$ cat src/rtl/vga_timing_generator.sv
// VGA raster timing generator: programmable porches, sync widths and polarities,
// registered coordinates, display enable and line/frame start strobes.
module vga_timing_generator #(
    parameter int unsigned H_ACTIVE     = 1024,
    parameter int unsigned H_FRONT      = 24,
    parameter int unsigned H_SYNC       = 136,
    parameter int unsigned H_BACK       = 184,
    parameter int unsigned V_ACTIVE     = 768,
    parameter int unsigned V_FRONT      = 3,
    parameter int unsigned V_SYNC       = 6,
    parameter int unsigned V_BACK       = 29,
    parameter bit          HSYNC_POL    = 1'b0,
    parameter bit          VSYNC_POL    = 1'b0,
    parameter int unsigned COUNTER_SIZE = 11
) (
    input  logic                    control_clock,
    input  logic                    reset_n,
    input  logic                    pixel_enable,
    output logic [COUNTER_SIZE-1:0] h_count,
    output logic [COUNTER_SIZE-1:0] v_count,
    output logic                    h_sync,
    output logic                    v_sync,
    output logic                    display_enable,
    output logic                    line_start,
    output logic                    frame_start
);

    localparam int unsigned CW      = COUNTER_SIZE;
    localparam int unsigned H_TOTAL = H_ACTIVE + H_FRONT + H_SYNC + H_BACK;
    localparam int unsigned V_TOTAL = V_ACTIVE + V_FRONT + V_SYNC + V_BACK;

    localparam logic [CW-1:0] H_LAST     = CW'(H_TOTAL - 1);
    localparam logic [CW-1:0] V_LAST     = CW'(V_TOTAL - 1);
    localparam logic [CW-1:0] H_DE_END   = CW'(H_ACTIVE);
    localparam logic [CW-1:0] V_DE_END   = CW'(V_ACTIVE);
    localparam logic [CW-1:0] H_SYNC_BEG = CW'(H_ACTIVE + H_FRONT);
    localparam logic [CW-1:0] H_SYNC_END = CW'(H_ACTIVE + H_FRONT + H_SYNC);
    localparam logic [CW-1:0] V_SYNC_BEG = CW'(V_ACTIVE + V_FRONT);
    localparam logic [CW-1:0] V_SYNC_END = CW'(V_ACTIVE + V_FRONT + V_SYNC);

    // Reject geometries the counters cannot represent or with empty porch/sync regions
    if ((H_TOTAL > (2 ** CW)) || (V_TOTAL > (2 ** CW)) ||
        (H_FRONT < 1) || (H_SYNC < 1) || (H_BACK < 1) ||
        (V_FRONT < 1) || (V_SYNC < 1) || (V_BACK < 1)) begin : g_param_err
        $error("vga_timing_generator: invalid timing parameters for COUNTER_SIZE");
    end

    logic [CW-1:0] r_h_count;
    logic [CW-1:0] r_v_count;
    logic          r_h_sync;
    logic          r_v_sync;
    logic          r_display_enable;
    logic          r_line_start;
    logic          r_frame_start;

    logic [CW-1:0] w_h_next;
    logic [CW-1:0] w_v_next;
    logic          w_h_wrap;
    logic          w_v_wrap;
    logic          w_h_in_sync;
    logic          w_v_in_sync;
    logic          w_de_next;

    // Next raster position and its decode, so registered flags match registered counters
    always_comb begin
        w_h_wrap    = (r_h_count == H_LAST);
        w_v_wrap    = (r_v_count == V_LAST);
        w_h_next    = w_h_wrap ? '0 : r_h_count + CW'(1);
        w_v_next    = r_v_count;
        if (w_h_wrap) begin
            w_v_next = w_v_wrap ? '0 : r_v_count + CW'(1);
        end
        w_h_in_sync = (w_h_next >= H_SYNC_BEG) && (w_h_next < H_SYNC_END);
        w_v_in_sync = (w_v_next >= V_SYNC_BEG) && (w_v_next < V_SYNC_END);
        w_de_next   = (w_h_next < H_DE_END) && (w_v_next < V_DE_END);
    end

    always_ff @(posedge control_clock) begin
        if (!reset_n) begin
            r_h_count        <= H_LAST;
            r_v_count        <= V_LAST;
            r_h_sync         <= ~HSYNC_POL;
            r_v_sync         <= ~VSYNC_POL;
            r_display_enable <= 1'b0;
            r_line_start     <= 1'b0;
            r_frame_start    <= 1'b0;
        end else if (pixel_enable) begin
            r_h_count        <= w_h_next;
            r_v_count        <= w_v_next;
            r_h_sync         <= w_h_in_sync ? HSYNC_POL : ~HSYNC_POL;
            r_v_sync         <= w_v_in_sync ? VSYNC_POL : ~VSYNC_POL;
            r_display_enable <= w_de_next;
            r_line_start     <= (w_h_next == '0);
            r_frame_start    <= (w_h_next == '0) && (w_v_next == '0);
        end else begin
            r_line_start     <= 1'b0;
            r_frame_start    <= 1'b0;
        end
    end

    assign h_count        = r_h_count;
    assign v_count        = r_v_count;
    assign h_sync         = r_h_sync;
    assign v_sync         = r_v_sync;
    assign display_enable = r_display_enable;
    assign line_start     = r_line_start;
    assign frame_start    = r_frame_start;

endmodule

$ cat config.mk
export PLATFORM = sky130hd
export DESIGN_NAME = vga_timing_generator
export DESIGN_NICKNAME = d
export VERILOG_FILES = /design/src/rtl/vga_timing_generator.sv
export SDC_FILE = /design/constraint.sdc
export NUM_CORES = 1
export LEC_CHECK = 0
export BUFFER_PORTS_ARGS = -buffer_cell sky130_fd_sc_hd__buf_2
export CORE_AREA = 3 3 62 64
export DETAILED_ROUTE_END_ITERATION = 12
export DIE_AREA = 0 0 65 67
export MAX_ROUTING_LAYER = met4
export PLACE_DENSITY = 0.86
export SYNTH_ARGS = -nofsm -noshare
export SYNTH_HDL_FRONTEND = slang
export SYNTH_SLANG_ARGS = --single-unit
export TNS_END_PERCENT = 100
$ cat constraint.sdc
create_clock -name control_clock -period 3.3 [get_ports control_clock]
set_input_delay 0.66 -clock control_clock [delete_from_list [all_inputs] [get_ports control_clock]]
set_output_delay 0.66 -clock control_clock [all_outputs]
set_load 0.03 [all_outputs]
==> flow_summary_export.csv, run 1 <==
group,metric,value,unit
power_and_ir_drop,finalPower,1100,uW
yosys,syn_nets,254,
grt,globalRouteOverflowTotal,0,
grt,antenna_found_initial,0,
clocking,ctsHoldBuffers,0,
final_layout,antenna_cells,0,
placement,placed_cells,306,
yosys,synth_flop_cell,"dfxtp_1",
routing,num_vias,1971,
yosys,synth.distinct_cells,51,
sta,final.min_clock_period,2700,ps
routing,finalWirelength,4.77,mm
clocking,clk_path_buf_depth,2,
power_and_ir_drop,p_seq_share,38.9,%
sta,finalSetupViolCount,0,
yosys,avgSynthCellArea,7.41,um^2
worst_setup_path,path_class,"reg -> reg",
clocking,cts_sinks,27,
floorplan,rows,21,
final_layout,layout_common_cells,"nand2_1, buf_2, dfxtp_1, o21ai_0, nor2_1",
power_and_ir_drop,p_per_area,548,nW/um^2
grt,track_usage,23.3,%
clocking,cts_tree,"done",
worst_setup_path,required,3590,ps
sta,fin_crit_sh,82.0,%
final_layout,fin_nets,272,
yosys,ys_seq_elements,27,
floorplan,dieHeight,67,um
final_layout,area_growth_syn_to_layout,9.50,%
sta,fmax,370,MHz
clocking,cts_resized,0,
hold_path,hp-class,"reg -> reg",
yosys,synth-edff-count,0,
placement,place_hpwl,3.41,mm
floorplan,core,3340,um^2
power_and_ir_drop,intPower,587,uW
outcome,status,"completed",
clocking,clock-root-buffer,"clkbuf_4",
grt,grt_pass1_vias,1620,
sta,skew,7.35,ps
worst_setup_path,cp-start-kind,"register",
routing,wl_per_cell,15.4,um
routing,drc_errors,0,
power_and_ir_drop,irDropWorstVdd,261,uV
yosys,yosysWarnings,0,
yosys,ys_seq_area_share,29.5,%
job,drv_cap,0,
grt,grt_pass1_wl,7.89,mm
worst_setup_path,cp_max_fo,10,
clocking,clk-insertion-delay-late,330,ps
placement,gp_congestion,0.942,
final_layout,drive_above_1_share,15.2,%
routing,firstDrtPassIters,5,
power_and_ir_drop,p_comb_share,47.4,%
power_and_ir_drop,p_clk_share,13.7,%
clocking,cts_setup_buffers,0,
power_and_ir_drop,swShare,46.6,%
final_layout,post-route-util,60.1,%
final_layout,final_common_cell,"nand2_1",
sta,drv_slew,0,
clocking,numCtsBuffers,3,
routing,via_per_inst,6.36,
power_and_ir_drop,p_switching,512,uW
yosys,yosys.area.top_type,"dfxtp_1",
sta,rsz0062_at_grt,"no",
final_layout,layout.cells.non_filler,310,
sta,maxSlewHeadroom,52.5,%
floorplan,dieArea,4360,um^2
placement,io_buffers,29,
floorplan,io_pins,30,
clocking,clk_pin_slew,160,ps
sta,final_hold_viol_count,0,
power_and_ir_drop,p_leak,0.000733,uW
final_layout,fill_cells,324,
grt,grt_start_max_net_pins,19,
yosys,ys_top_cells_by_area,"dfxtp_1, nand2_1, o21ai_0",
floorplan,die_w,65,um
worst_setup_path,cp-end-kind,"register",
sta,hold-worst-slack,477,ps
yosys,synthArstFlopShare,0,%
floorplan,initial_utilization,54.9,%
yosys,synth_area,1830,um^2
sta,worst_pin_slew,707,ps
worst_setup_path,crit_arrival,2990,ps
sta,fin_setup_tns,0,ps
routing,drtIter0Drc,188,
routing,postRouteAntennaNets,0,
yosys,syn_inst,247,
yosys,synth.top_cell.area_share,29.5,%
clocking,htree_levels,1,
sequential cells by signal (all words and copies together), names as in the netlist:
name            flops
v_sync              1
v_count            11
display_enable      1
h_count            11
frame_start         1
h_sync              1
line_start          1
layout make-up:
type | count | area, um^2 | share of cell area, %
Timing Repair Buffer | 30 | 153 | 7.62
Sequential cell | 27 | 541 | 27.0
Multi-Input combinational cell | 196 | 1200 | 59.9
Tap cell | 46 | 57.6 | 2.87
Clock buffer | 4 | 26.3 | 1.31
Inverter | 7 | 26.3 | 1.31
cell usage after synthesis (4+ instances only):
cell type	number
xnor2_1	9
nor4_1	5
nor2_1	16
nand3_1	14
clkbuf_1	14
inv_1	7
and3_1	6
dfxtp_1	27
a31oi_1	4
o31ai_1	4
a21oi_1	12
nor3_1	10
nand4_1	6
o21ai_0	21
ha_1	4
nand2_1	31
power groups by stage:
stage / clock network [uW] / logic (uW) / registers, uW
2_1_floorplan: 0 / 353 / 471
3_3_place_gp: 0 / 502 / 432
3_5_place_dp: 0 / 510 / 431
4_1_cts: 154 / 511 / 425
5_1_grt: 168 / 572 / 436
6_report: 151 / 521 / 427
final timing paths:
| check | startpoint | end | slack [ps] | cells past startpoint |
|---|---|---|---|---|
| worst max-delay path | h_count[0]$_SDFFE_PN1P_ | frame_start$_SDFF_PN0_ | 600 | 7 |
| worst min-delay path | display_enable$_SDFFE_PN0P_ | display_enable$_SDFFE_PN0P_ | 480 | 2 |
| worst max register to register | h_count[0]$_SDFFE_PN1P_ | frame_start$_SDFF_PN0_ | 600 | 7 |
| worst min register to register | display_enable$_SDFFE_PN0P_ | display_enable$_SDFFE_PN0P_ | 480 | 2 |
kinds of logic (layout without fill, tap and decap cells):
logic type,after synthesis,after routing,share of synthesized area [%]
compound gates,67,67,23.4
xor+xnor,11,11,5.26
fa+ha+maj,4,4,2.73
buf+inv,24,41,5.13
flops,27,27,29.5
mux,1,1,0.547
simple gates,113,113,33.4
metrics by stage:
stage,area [um^2],setup slack [ps]
2_1_floorplan,1830,726
3_3_place_gp,1980,771
3_5_place_dp,1980,693
4_1_cts,2000,667
5_1_grt,2000,449
6_report,2000,595
critical path: stages, from the launching register on:
cell and delay [ps]:
dfxtp_1 480, ha_1 410, nand4_1 320, o21a_1 270, nor4b_1 590, a21oi_1 160, nor3b_2 240, and4_1 200
metal layers:
| metal | global-route usage, % | vias to the layer above | wire (um) |
|---|---|---|---|
| met5 | - | - | 0 |
| li1 | - | 948 | - |
| met3 | 2.70 | 6 | 453 |
| met2 | 33.3 | 112 | 2070 |
| met4 | 5.28 | 0 | 44 |
| met1 | 34.7 | 905 | 2200 |
(Power assumes the default switching activity.)
==> run 2, diff against run 1 <==
==> constraint.sdc (replaced) <==
create_clock -name control_clock -period 2.5 [get_ports control_clock]
set_input_delay 0.5 -clock control_clock [delete_from_list [all_inputs] [get_ports control_clock]]
set_output_delay 0.5 -clock control_clock [all_outputs]
set_load 0.03 [all_outputs]
==> run 2 against run 1 <==
Effect of this change:
- clock-buffer cell count down 1
- sequential cell count unchanged
- worst hold slack got worse by 6.4 ps
- sequential power increased by 25%
- via count grew 3.9%
- highest routed layer unchanged
- die area stayed put
- critical endpoint unchanged
==> flow_summary_export.csv, run 2 (synthesis gave the netlist of run 1 again) <==
group,metric,value,unit
floorplan,core,3340,um^2
placement,place_hpwl,3.66,mm
sta,fin_crit_sh,93.0,%
grt,grt_pass1_wl,8.48,mm
floorplan,dieArea,4360,um^2
routing,met2_length,2.20,mm
clocking,cts_sinks,27,
hold_path,hp-class,"reg -> reg",
routing,wl_met1,2.30,mm
routing,wl_per_cell,15.3,um
worst_setup_path,path_class,"reg -> reg",
final_layout,final_common_cell,"nand2_1",
worst_setup_path,rrSetupSlack,180,ps
worst_setup_path,critPathBufInv,0,
worst_setup_path,crit_chain,"or4b_4 > or3_4 > nor4_2 > o21ai_1 > nor4_2 > and4_1",
hold_path,min_path_cells,2,
sta,maxSlewHeadroom,71.3,%
final_layout,area_growth_syn_to_layout,18.7,%
power_and_ir_drop,p_per_area,721,nW/um^2
sta,finalSetupViolCount,0,
hold_path,holdCritStartpoint,"display_enable$_SDFFE_PN0P_",
routing,drc_errors,0,
floorplan,die_w,65,um
routing,via_per_inst,6.22,
routing,num_vias,2047,
routing,postRouteAntennaNets,0,
sta,worst_pin_slew,429,ps
floorplan,rows,21,
floorplan,io_pins,30,
grt,grt_start_max_net_pins,23,
sta,rsz0062_at_grt,"no",
clocking,numCtsBuffers,3,
worst_setup_path,cp-end-kind,"register",
grt,globalRouteOverflowTotal,0,
sta,skew,8.86,ps
routing,finalWirelength,5.03,mm
worst_setup_path,cp-start-kind,"register",
grt,track_usage,25.0,%
clocking,htree_levels,1,
final_layout,fin_nets,291,
worst_setup_path,r2r-start,"h_count[9]$_SDFFE_PN0P_",
sta,fmax,430,MHz
worst_setup_path,crit_arrival,2610,ps
final_layout,layout_common_cells,"nand2_1, buf_2, dfxtp_1, o21ai_0, buf_4",
floorplan,initial_utilization,54.9,%
placement,gp_congestion,0.907,
job,drv_cap,0,
worst_setup_path,required,2780,ps
worst_setup_path,cp_max_fo,7,
power_and_ir_drop,p_leak,0.000833,uW
clocking,clk-insertion-delay-late,330,ps
final_layout,drive_above_1_share,22.3,%
worst_setup_path,cp_common_cell,"nor4_2",
hold_path,min_to,"display_enable$_SDFFE_PN0P_",
worst_setup_path,cp_slowest_stage_delay,550,ps
routing,drtIter0Drc,170,
worst_setup_path,worst-r2r-cell-count,6,
routing,dr_wl_met3,479,um
worst_setup_path,crit_family,"simple AND/OR/NAND/NOR gates",
worst_setup_path,slowest_stage,"or4b_4",
power_and_ir_drop,irDropWorstVdd,383,uV
final_layout,antenna_cells,0,
clocking,cts_tree,"done",
routing,firstDrtPassIters,5,
routing,top_layer,"met4",
worst_setup_path,cp.depth,6,
sta,final_hold_viol_count,0,
grt,antenna_found_initial,0,
sta,final.min_clock_period,2320,ps
placement,io_buffers,29,
clocking,clk_pin_slew,160,ps
sta,fin_setup_tns,0,ps
worst_setup_path,r2r_end,"frame_start$_SDFF_PN0_",
grt,grt_pass1_vias,1824,
clocking,clk_path_buf_depth,2,
sta,drv_slew,0,
final_layout,post-route-util,65.1,%
final_layout,fill_cells,309,
floorplan,dieHeight,67,um
clocking,clock-root-buffer,"clkbuf_4",
outcome,status,"completed",
run 2: area by class of cell:
cell class                 count  area [um^2]  share of cell area [%]
multi-input combinational    196         1210                    55.7
sequential                    27          543                    25.0
timing repair buffer          49          308                    14.2
clock inverter                 1         5.00                   0.230
tap                           46         57.6                    2.65
clock buffer                   3         22.5                    1.04
inverter                       7         26.3                    1.21
run 2: stage by stage:
| step | instances | instance area [um^2] | worst slack, ps | hold slack [ps] | total power, uW |
|---|---|---|---|---|---|
| finish | 329 | 2170 | 176 | 471 | 1570 |
| CTS | 329 | 2160 | 72.6 | 479 | 1540 |
| detailed placement | 325 | 2140 | 93.5 | 459 | 1350 |
| floorplan | 247 | 1830 | 70.8 | 589 | 1090 |
| global route | 329 | 2170 | 3.72 | 502 | 1670 |
| global placement | 325 | 2140 | 160 | 448 | 1330 |
run 2: worst max path at each step:
stage	startpoint	to
6_report	h_count[9]$_SDFFE_PN0P_	frame_start$_SDFF_PN0_
5_1_grt	v_count[0]$_SDFFE_PN1P_	frame_start$_SDFF_PN0_
4_1_cts	h_count[9]$_SDFFE_PN0P_	v_count[8]$_SDFFE_PN1P_
3_5_place_dp	h_count[9]$_SDFFE_PN0P_	v_count[8]$_SDFFE_PN1P_
3_3_place_gp	h_count[9]$_SDFFE_PN0P_	v_count[10]$_SDFFE_PN0P_
2_1_floorplan	h_count[6]$_SDFFE_PN1P_	frame_start$_SDFF_PN0_
run 2: worst min-delay path, delay by kind of cell (launching register included):
family | cells | cell delay [ps]
AO/OA/AOI/OAI | 1 | 50
flip-flops | 1 | 340
AND/OR/NAND/NOR | 1 | 60
run 2: what timing repair did:
item                                    4_1_cts  5_1_grt
hold buffers                                  0        0
setup buffers                                 0        0
endpoints found under the setup margin        0        3
resized for setup                             0        2
run 2: where the power goes:
| part | total [uW] | switching (uW) | internal [uW] | leakage, uW |
|---|---|---|---|---|
| registers | 532 | 55.1 | 477 | 0.000220 |
| clock network | 199 | 139 | 60.0 | 0.0000177 |
| logic | 835 | 513 | 322 | 0.000596 |
run 2: per-layer routing:
| layer | vias to the layer above | global-route usage (%) |
|---|---|---|
| li1 | 989 | - |
| met1 | 933 | 35.3 |
| met2 | 121 | 37.3 |
| met3 | 4 | 3.37 |
| met4 | 0 | 6.86 |
| met5 | - | - |
==> run 3, diff against run 2 <==
--- a/config.mk
+++ b/config.mk
@@ -11,6 +11,7 @@
 export DIE_AREA = 0 0 65 67
 export MAX_ROUTING_LAYER = met4
 export PLACE_DENSITY = 0.86
+export SLEW_MARGIN = 5
 export SYNTH_ARGS = -nofsm -noshare
 export SYNTH_HDL_FRONTEND = slang
 export SYNTH_SLANG_ARGS = --single-unit
==> constraint.sdc (replaced) <==
create_clock -name control_clock -period 2.6 [get_ports control_clock]
set_input_delay 0.52 -clock control_clock [delete_from_list [all_inputs] [get_ports control_clock]]
set_output_delay 0.52 -clock control_clock [all_outputs]
set_load 0.03 [all_outputs]
==> run 3 against run 2 <==
Effect of this change:
- critical path depth stayed put
- register-to-register slack better by 30 ps
- worst setup slack gained 27 ps
- clock skew shrank 6.6 ps
- sequential share of layout area is 0.76 points higher
- sequential power hardly changed
- non-clock buffer count fell by 9
- global-route usage down 0.33 points
- highest routed layer unchanged
==> flow_summary_export.csv, run 3 (synthesis gave the netlist of run 1 again) <==
group,metric,value,unit
clocking,cts_setup_buffers,0,
clocking,clk_pin_slew,160,ps
power_and_ir_drop,p_per_area,699,nW/um^2
worst_setup_path,cp_max_fo,10,
job,drv_cap,0,
floorplan,io_pins,30,
floorplan,die_w,65,um
sta,final.min_clock_period,2400,ps
final_layout,final-seq-area,542,um^2
sta,fmax,417,MHz
clocking,cts_resized,0,
grt,grt_pass1_wl,8.29,mm
floorplan,dieArea,4360,um^2
grt,grt_start_max_net_pins,22,
worst_setup_path,rrSetupSlack,200,ps
placement,place_hpwl,3.61,mm
power_and_ir_drop,intPower,793,uW
final_layout,area_growth_syn_to_layout,15.0,%
worst_setup_path,crit_chain,"or4b_4 > or3_4 > nor4_2 > o21ai_1 > nor4_2 > and4_1",
final_layout,final_common_cell,"nand2_1",
worst_setup_path,cp-end-kind,"register",
worst_setup_path,crit_arrival,2690,ps
sta,fin_crit_sh,92.2,%
floorplan,dieHeight,67,um
power_and_ir_drop,swShare,46.0,%
routing,firstDrtPassIters,5,
final_layout,multi_input_area,1210,um^2
final_layout,fin_nets,282,
power_and_ir_drop,p_clk_share,13.2,%
worst_setup_path,worst-r2r-cell-count,6,
floorplan,core,3340,um^2
hold_path,holdCritStartpoint,"display_enable$_SDFFE_PN0P_",
power_and_ir_drop,p_seq_share,36.0,%
routing,via_per_inst,6.36,
power_and_ir_drop,p_comb_share,50.8,%
sta,skew,2.30,ps
hold_path,min_path_cells,2,
worst_setup_path,r2r-start,"h_count[9]$_SDFFE_PN0P_",
final_layout,antenna_cells,0,
power_and_ir_drop,p_switching,677,uW
routing,wl_per_cell,16.0,um
sta,rsz0062_at_grt,"no",
sta,maxSlewHeadroom,71.1,%
clocking,cts_tree,"done",
grt,track_usage,24.7,%
clocking,clock-root-buffer,"clkbuf_4",
clocking,clk_path_buf_depth,2,
worst_setup_path,cp_slowest_stage_delay,550,ps
hold_path,hp-class,"reg -> reg",
final_layout,drive_above_1_share,19.3,%
worst_setup_path,path_class,"reg -> reg",
routing,num_vias,2035,
final_layout,fill_cells,310,
final_layout,layout_common_cells,"nand2_1, buf_2, dfxtp_1, o21ai_0, nor2_1",
sta,fin_setup_tns,0,ps
final_layout,layout.cells.non_filler,320,
worst_setup_path,required,2890,ps
routing,drc_errors,0,
floorplan,initial_utilization,54.9,%
hold_path,min_to,"display_enable$_SDFFE_PN0P_",
placement,gp_congestion,1.02,
placement,io_buffers,29,
floorplan,rows,21,
clocking,ctsHoldBuffers,0,
clocking,htree_levels,1,
routing,drtIter0Drc,161,
sta,finalSetupViolCount,0,
grt,antenna_found_initial,0,
outcome,status,"completed",
routing,postRouteAntennaNets,0,
clocking,cts_sinks,27,
power_and_ir_drop,irDropWorstVdd,313,uV
clocking,clk-insertion-delay-late,330,ps
worst_setup_path,cp_common_cell,"nor4_2",
sta,final_hold_viol_count,0,
worst_setup_path,slowest_stage,"or4b_4",
worst_setup_path,cp-start-kind,"register",
worst_setup_path,r2r_end,"frame_start$_SDFF_PN0_",
sta,hold-worst-slack,477,ps
sta,drv_slew,0,
grt,globalRouteOverflowTotal,0,
placement,placed_cells,316,
clocking,numCtsBuffers,3,
sta,worst_pin_slew,433,ps
routing,finalWirelength,5.11,mm
power_and_ir_drop,p_leak,0.000790,uW
grt,grt_pass1_vias,1825,
## run 3: cell types whose count changed in the layout (fill, tap and decap cells not counted), sizes merged
cell and delta:
clkinv -1, buf -9, clkbuf +1
## run 3: worst max path at each step
stage                                       start                      to  slack [ps]  cells after the start
after floorplan           h_count[0]$_SDFFE_PN1P_  frame_start$_SDFF_PN0_          30                      9
after global placement    h_count[9]$_SDFFE_PN0P_  frame_start$_SDFF_PN0_         230                      6
after detailed placement  h_count[1]$_SDFFE_PN1P_  frame_start$_SDFF_PN0_         100                      8
after CTS                 h_count[1]$_SDFFE_PN1P_  frame_start$_SDFF_PN0_          80                      8
after global routing      h_count[9]$_SDFFE_PN0P_  frame_start$_SDFF_PN0_          50                      6
final                     h_count[9]$_SDFFE_PN0P_  frame_start$_SDFF_PN0_         200                      6
## run 3: layer usage
layer | wire, um | up-vias | share of wire, % | GRT usage (%)
met5 | 0 | - | 0 | -
met4 | 70 | 0 | 1.4 | 10.3
met3 | 450 | 12 | 8.8 | 2.87
met2 | 2290 | 116 | 45 | 36.4
met1 | 2300 | 942 | 45 | 34.2
li1 | - | 965 | - | -
## run 3: area by class of cell
type                    instances  area share [%]
repair buffers                 40            11.4
well taps                      46            2.73
clock buffers                   4            1.25
inverters                       7            1.25
flip-flops and latches         27            25.7
multi-input cells             196            57.6
## run 3: per-stage QoR
| step | worst slack [ps] | cell area [um^2] | total power (uW) | util, % |
|---|---|---|---|---|
| 2_1_floorplan | 26.3 | 1830 | 1050 | - |
| 3_3_place_gp | 228 | 2070 | 1240 | 61.9 |
| 3_5_place_dp | 103 | 2070 | 1260 | 61.9 |
| 4_1_cts | 79.5 | 2090 | 1450 | 62.7 |
| 5_1_grt | 50.7 | 2100 | 1560 | 63.1 |
| 6_report | 203 | 2100 | 1470 | 63.1 |
## run 3: power groups by stage
stage          clock [uW]  sequential (uW)  combinational, uW
2_1_floorplan           0              598                448
3_3_place_gp            0              533                707
3_5_place_dp            0              535                722
4_1_cts               195              526                725
5_1_grt               207              539                814
6_report              194              530                747
## run 3: critical path: cells and delay by family (launching register included)
family             cells  cell delay [ps]
DFF                    1              380
AOI/OAI and AO/OA      1              100
and+or+nand+nor        5             1870
